--- config.mk ---
export PLATFORM = sky130hd
export DESIGN_NAME = uart_receiver
export DESIGN_NICKNAME = d
export VERILOG_FILES = /design/src/rtl/uart_pkg.sv /design/src/rtl/bit_synchronizer.sv /design/src/rtl/uart_receiver.sv
export SDC_FILE = /design/constraint.sdc
export NUM_CORES = 1
export LEC_CHECK = 0
export BUFFER_PORTS_ARGS = -buffer_cell sky130_fd_sc_hd__buf_2
export CORE_MARGIN = 1.5
export CORE_UTILIZATION = 55
export DETAILED_ROUTE_END_ITERATION = 16
export PLACE_DENSITY_LB_ADDON = 0.3
export SLEW_MARGIN = 20
export SYNTH_ARGS = -nofsm -noshare
export SYNTH_HDL_FRONTEND = slang
export SYNTH_SLANG_ARGS = --single-unit
--- constraint.sdc ---
create_clock -name clock -period 2.5 [get_ports clock]
set_input_delay 0.375 -clock clock [delete_from_list [all_inputs] [get_ports clock]]
set_output_delay 0.375 -clock clock [all_outputs]
set_load 0.01 [all_outputs]
--- src/rtl/uart_pkg.sv ---
// Shared constants for the configurable UART receiver: FSM encoding, parity modes
// and the default bit period for the board clock.
package uart_pkg;
  localparam int CLOCK_FREQUENCY        = 50_000_000;
  localparam int BAUD_RATE              = 115_200;
  localparam int DEFAULT_CLOCKS_PER_BIT = CLOCK_FREQUENCY / BAUD_RATE + 1;

  localparam int PARITY_NONE = 0;
  localparam int PARITY_EVEN = 1;
  localparam int PARITY_ODD  = 2;

  typedef enum logic [2:0] {
    ST_IDLE    = 3'd0,
    ST_START   = 3'd1,
    ST_DATA    = 3'd2,
    ST_PARITY  = 3'd3,
    ST_STOP    = 3'd4,
    ST_CLEANUP = 3'd5
  } state_t;
endpackage

--- src/rtl/bit_synchronizer.sv ---
// Two-flop synchroniser for an asynchronous idle-high input; both flops reset to 1.
module bit_synchronizer (
  input  logic clk_i,
  input  logic rst_ni,
  input  logic async_i,
  output logic sync_o
);
  logic meta_q, sync_q;

  always_ff @(posedge clk_i) begin
    if (!rst_ni) begin
      meta_q <= 1'b1;
      sync_q <= 1'b1;
    end else begin
      meta_q <= async_i;
      sync_q <= meta_q;
    end
  end

  assign sync_o = sync_q;
endmodule

--- src/rtl/uart_receiver.sv ---
// Configurable UART receiver: synchronised line, mid-bit sampling, start glitch
// rejection, optional parity and 1/2 stop bits with error flags on each frame.
module uart_receiver
  import uart_pkg::*;
#(
  parameter int CLOCKS_PER_BIT = DEFAULT_CLOCKS_PER_BIT,
  parameter int DATA_BITS      = 8,
  parameter int PARITY_MODE    = PARITY_NONE,
  parameter int STOP_BITS      = 1
) (
  input  logic                 clock,
  input  logic                 reset,
  input  logic                 incoming_bit,
  output logic                 has_data,
  output logic [DATA_BITS-1:0] data_received,
  output logic                 parity_error,
  output logic                 framing_error,
  output logic [2:0]           debug_state
);
  localparam int CW = $clog2(CLOCKS_PER_BIT);
  localparam int BW = $clog2(DATA_BITS + 1);
  localparam logic [CW-1:0] HALF  = CW'((CLOCKS_PER_BIT - 1) / 2);
  localparam logic [CW-1:0] LAST  = CW'(CLOCKS_PER_BIT - 1);
  localparam logic [BW-1:0] DLAST = BW'(DATA_BITS - 1);
  localparam logic [BW-1:0] SLAST = BW'(STOP_BITS - 1);
  localparam logic          ODD   = (PARITY_MODE == PARITY_ODD);

  logic                 line;
  logic                 hist_q;
  state_t               state_q;
  logic [CW-1:0]        cnt_q;
  logic [BW-1:0]        bit_cnt_q;
  logic [DATA_BITS-1:0] shift_q;
  logic                 par_err_q, frm_err_q;
  logic                 has_data_q, par_out_q, frm_out_q;
  logic [DATA_BITS-1:0] data_q;

  bit_synchronizer u_sync (
    .clk_i  (clock),
    .rst_ni (reset),
    .async_i(incoming_bit),
    .sync_o (line)
  );

  always_ff @(posedge clock) begin
    if (!reset) begin
      hist_q     <= 1'b1;
      state_q    <= ST_IDLE;
      cnt_q      <= '0;
      bit_cnt_q  <= '0;
      shift_q    <= '0;
      par_err_q  <= 1'b0;
      frm_err_q  <= 1'b0;
      has_data_q <= 1'b0;
      par_out_q  <= 1'b0;
      frm_out_q  <= 1'b0;
      data_q     <= '0;
    end else begin
      hist_q     <= line;
      has_data_q <= 1'b0;
      case (state_q)
        ST_IDLE: begin
          bit_cnt_q <= '0;
          // Only a high-to-low transition starts a frame; a line already low is ignored.
          if (hist_q && !line) begin
            cnt_q   <= '0;
            state_q <= ST_START;
          end
        end
        ST_START: begin
          if (cnt_q != HALF) cnt_q <= cnt_q + 1'b1;
          else if (!line) begin
            cnt_q     <= '0;
            bit_cnt_q <= '0;
            par_err_q <= 1'b0;
            frm_err_q <= 1'b0;
            state_q   <= ST_DATA;
          end else state_q <= ST_IDLE;
        end
        ST_DATA: begin
          if (cnt_q != LAST) cnt_q <= cnt_q + 1'b1;
          else begin
            cnt_q   <= '0;
            shift_q <= {line, shift_q[DATA_BITS-1:1]};
            if (bit_cnt_q == DLAST) begin
              bit_cnt_q <= '0;
              state_q   <= (PARITY_MODE != PARITY_NONE) ? ST_PARITY : ST_STOP;
            end else bit_cnt_q <= bit_cnt_q + 1'b1;
          end
        end
        ST_PARITY: begin
          if (cnt_q != LAST) cnt_q <= cnt_q + 1'b1;
          else begin
            cnt_q     <= '0;
            par_err_q <= line ^ (^shift_q) ^ ODD;
            state_q   <= ST_STOP;
          end
        end
        ST_STOP: begin
          if (cnt_q != LAST) cnt_q <= cnt_q + 1'b1;
          else begin
            cnt_q <= '0;
            if (!line) frm_err_q <= 1'b1;
            if (bit_cnt_q == SLAST) begin
              state_q    <= ST_CLEANUP;
              has_data_q <= 1'b1;
              data_q     <= shift_q;
              par_out_q  <= par_err_q;
              frm_out_q  <= frm_err_q | ~line;
            end else bit_cnt_q <= bit_cnt_q + 1'b1;
          end
        end
        ST_CLEANUP: state_q <= ST_IDLE;
        default:    state_q <= ST_IDLE;
      endcase
    end
  end

  assign has_data      = has_data_q;
  assign data_received = data_q;
  assign parity_error  = par_out_q;
  assign framing_error = frm_out_q;
  assign debug_state   = state_q;
endmodule

==> flow_metrics.py <==
metrics = {
    "power": {
        "power_density_nw_per_um2": 525.2,
        "irDropWorstVdd_uv": 315.9,
        "p_leak_nw": 0.7555,
    },
    "finish": {
        "syn2layout_area_growth_pct": 10.84,
        "stdcell_area_um2": 2150,
        "nets": 244,
        "mostFrequentLayoutCells": "dfxtp_1 (40), nor2_1 (33), mux2i_1 (19)",
        "fill_cells": 305,
        "drive_gt1_frac": 0.1350,
        "mostFrequentLayoutCell": "dfxtp_1",
        "diodes": 0,
    },
    "clocking": {
        "htreeDepth": 2,
        "cts.clk_slew.worst_paths_ps": 140,
        "root_buffer": "clkbuf_4",
        "clockBufferDepth": 2,
        "postCtsHoldBufs": 0,
        "clkSinkCount": 40,
        "cts_tree": "done",
        "cts_setup_buffers": 0,
        "cts_resized": 0,
        "cts_buffers": 5,
        "clock_latency_ps": 360,
    },
    "sta": {
        "relSlewSlack": 0.5794,
        "tightest_slew_ps": 627.0,
        "finalHoldViolations": 0,
        "fin_crit_sh": 0.8673,
        "min_period_ps": 2168,
        "setup_viol_count_final": 0,
        "grt_setup_unrepaired": "false",
        "max_freq_ghz": 0.4612,
        "slew_violations": 0,
        "fin_worst_skew_ps": 17.42,
        "fin_setup_tns_ps": 0,
    },
    "die": {
        "io_pins": 17,
        "die_area_um2": 3891,
        "start_util": 0.5766,
        "row_count": 21,
        "core-area_um2": 3363,
        "die_w_um": 62.38,
        "die_y_um": 62.38,
    },
    "worst_hold_path": {
        "min_from": "incoming_bit",
        "hold_class": "in -> reg",
    },
    "yosys": {
        "postSynth.asyncResetShare": 0,
        "yosys_warnings": 0,
        "synth.distinct_cells": 42,
        "yosysTopAreaCell": "dfxtp_1",
        "synthTopCellsByArea": "dfxtp_1 (41%), mux2i_1 (9.8%), nor2_1 (6.4%)",
        "synth.avg_cell_area_um2": 8.896,
        "synth_top_area_frac": 0.4129,
        "ys_ff_latch": 40,
        "ys_seq_area_frac": 0.4129,
        "synth_edf_count": 0,
        "synth_ff_type": "dfxtp_1",
        "syn_inst": 218,
        "syn_nets": 226,
        "syn_area_um2": 1939,
    },
    "detailed_routing": {
        "drt_iter0_drc": 80,
        "drt_wl_total_mm": 3.769,
        "drc": 0,
        "wl_per_cell_um": 13.32,
        "first_pass_iters": 4,
        "antenna_left": 0,
        "vias_per_cell": 5.551,
        "vias": 1571,
    },
    "global_route": {
        "grt_max_degree": 22,
        "antenna_found_initial": 0,
        "overflow": 0,
        "grt_pass1_vias": 1432,
        "grt_pass1_wl_mm": 6.617,
        "grt_usage": 0.2110,
    },
    "setup_path": {
        "worstPathMaxFanout": 8,
        "reg2reg_from": "cnt_q[2]",
        "critPathKind": "reg -> reg",
        "start_kind": "flip-flop",
        "critPathCaptureType": "flip-flop",
        "critPathRequiredTime_ps": 2750,
        "worstPathArrival_ps": 2420,
        "critPathLaunch": "cnt_q[2]",
    },
    "placement": {
        "place_congestion": 0.8249,
        "place_hpwl_mm": 2.614,
        "place_area_um2": 2066,
        "port_buffers": 16,
    },
    "run": {
        "drv_cap": 0,
    },
    "run_status": {
        "status": "complete, no violations",
    },
}
-- registers in the layout (all words and copies together) (netlist names), 3 cells and up --
signal and count:
bit_cnt_q 4, shift_q 8, debug_state 3, cnt_q 9, data_received 8
-- cell families after synthesis --
logic type	synth area share
and+or+nand+nor	0.2329
AOI/OAI and AO/OA	0.1445
DFF	0.4129
muxes	0.09806
buffers and inverters	0.04065
xor gates and xnor gates	0.03871
adders and majority gates	0.03226
-- through the flow --
step | utilization | setup slack [ps] | hold slack, ps | power [W] | std cells
after floorplan | - | 469.3 | 386.3 | 0.0006876 | 218
after global placement | 0.6142 | 373.8 | 404.8 | 0.0007020 | 275
after detailed placement | 0.6142 | 345.7 | 401.3 | 0.0007024 | 275
after CTS | 0.6391 | 325.3 | 178.6 | 0.001138 | 283
after global routing | 0.6391 | 184.2 | 187.6 | 0.001173 | 283
final | 0.6391 | 331.6 | 185.2 | 0.001129 | 283
-- critical path: stages, from the launching register on --
cell     delay [ps]
dfxtp_1         390
or4b_4          570
or2_1           340
nor3_4          460
mux2i_1         250
nor2_1           50
-- Yosys cell counts (4+ instances only) --
cell and n:
a21oi_1 10, a311oi_1 8, and2_1 4, clkbuf_1 8
dfxtp_1 40, ha_1 5, inv_1 7, mux2i_1 19
nand2_1 13, nand2b_1 9, nand3_1 10, nor2_1 33
nor3_1 4, o21ai_0 5, xnor2_1 5
-- power by group --
part / internal (W) / switching, W / total, W
sequential: 0.000641 / 0.00000517 / 0.000646
combinational: 0.0000157 / 0.0000268 / 0.0000426
clock: 0.000214 / 0.000227 / 0.000441
-- area by class of cell --
type | count | area [µm²] | area share
inverter | 8 | 30.03 | 0.01397
clock inverter | 3 | 46.29 | 0.02154
tap | 46 | 57.56 | 0.02678
timing repair buffer | 21 | 117.6 | 0.05471
multi-input combinational | 160 | 1060 | 0.4930
clock buffer | 5 | 37.54 | 0.01746
sequential | 40 | 800.8 | 0.3725
-- per-layer routing --
layer | global-route usage | routed length [µm] | vias up
li1 | - | - | 812
met1 | 0.2808 | 1888 | 732
met2 | 0.3383 | 1706 | 22
met3 | 0.04144 | 118 | 5
met4 | 0.08611 | 56 | 0
met5 | 0 | 0 | -
-- final timing paths --
kind | cells past startpoint | slack, ps | endpoint
setup / recovery | 5 | 330 | shift_q[1]
hold / removal | 2 | 190 | u_sync.meta_q
setup reg to reg | 5 | 330 | shift_q[1]
hold reg to reg | 1 | 430 | u_sync.sync_o
Note: power is estimated with default switching activity, not from simulation.
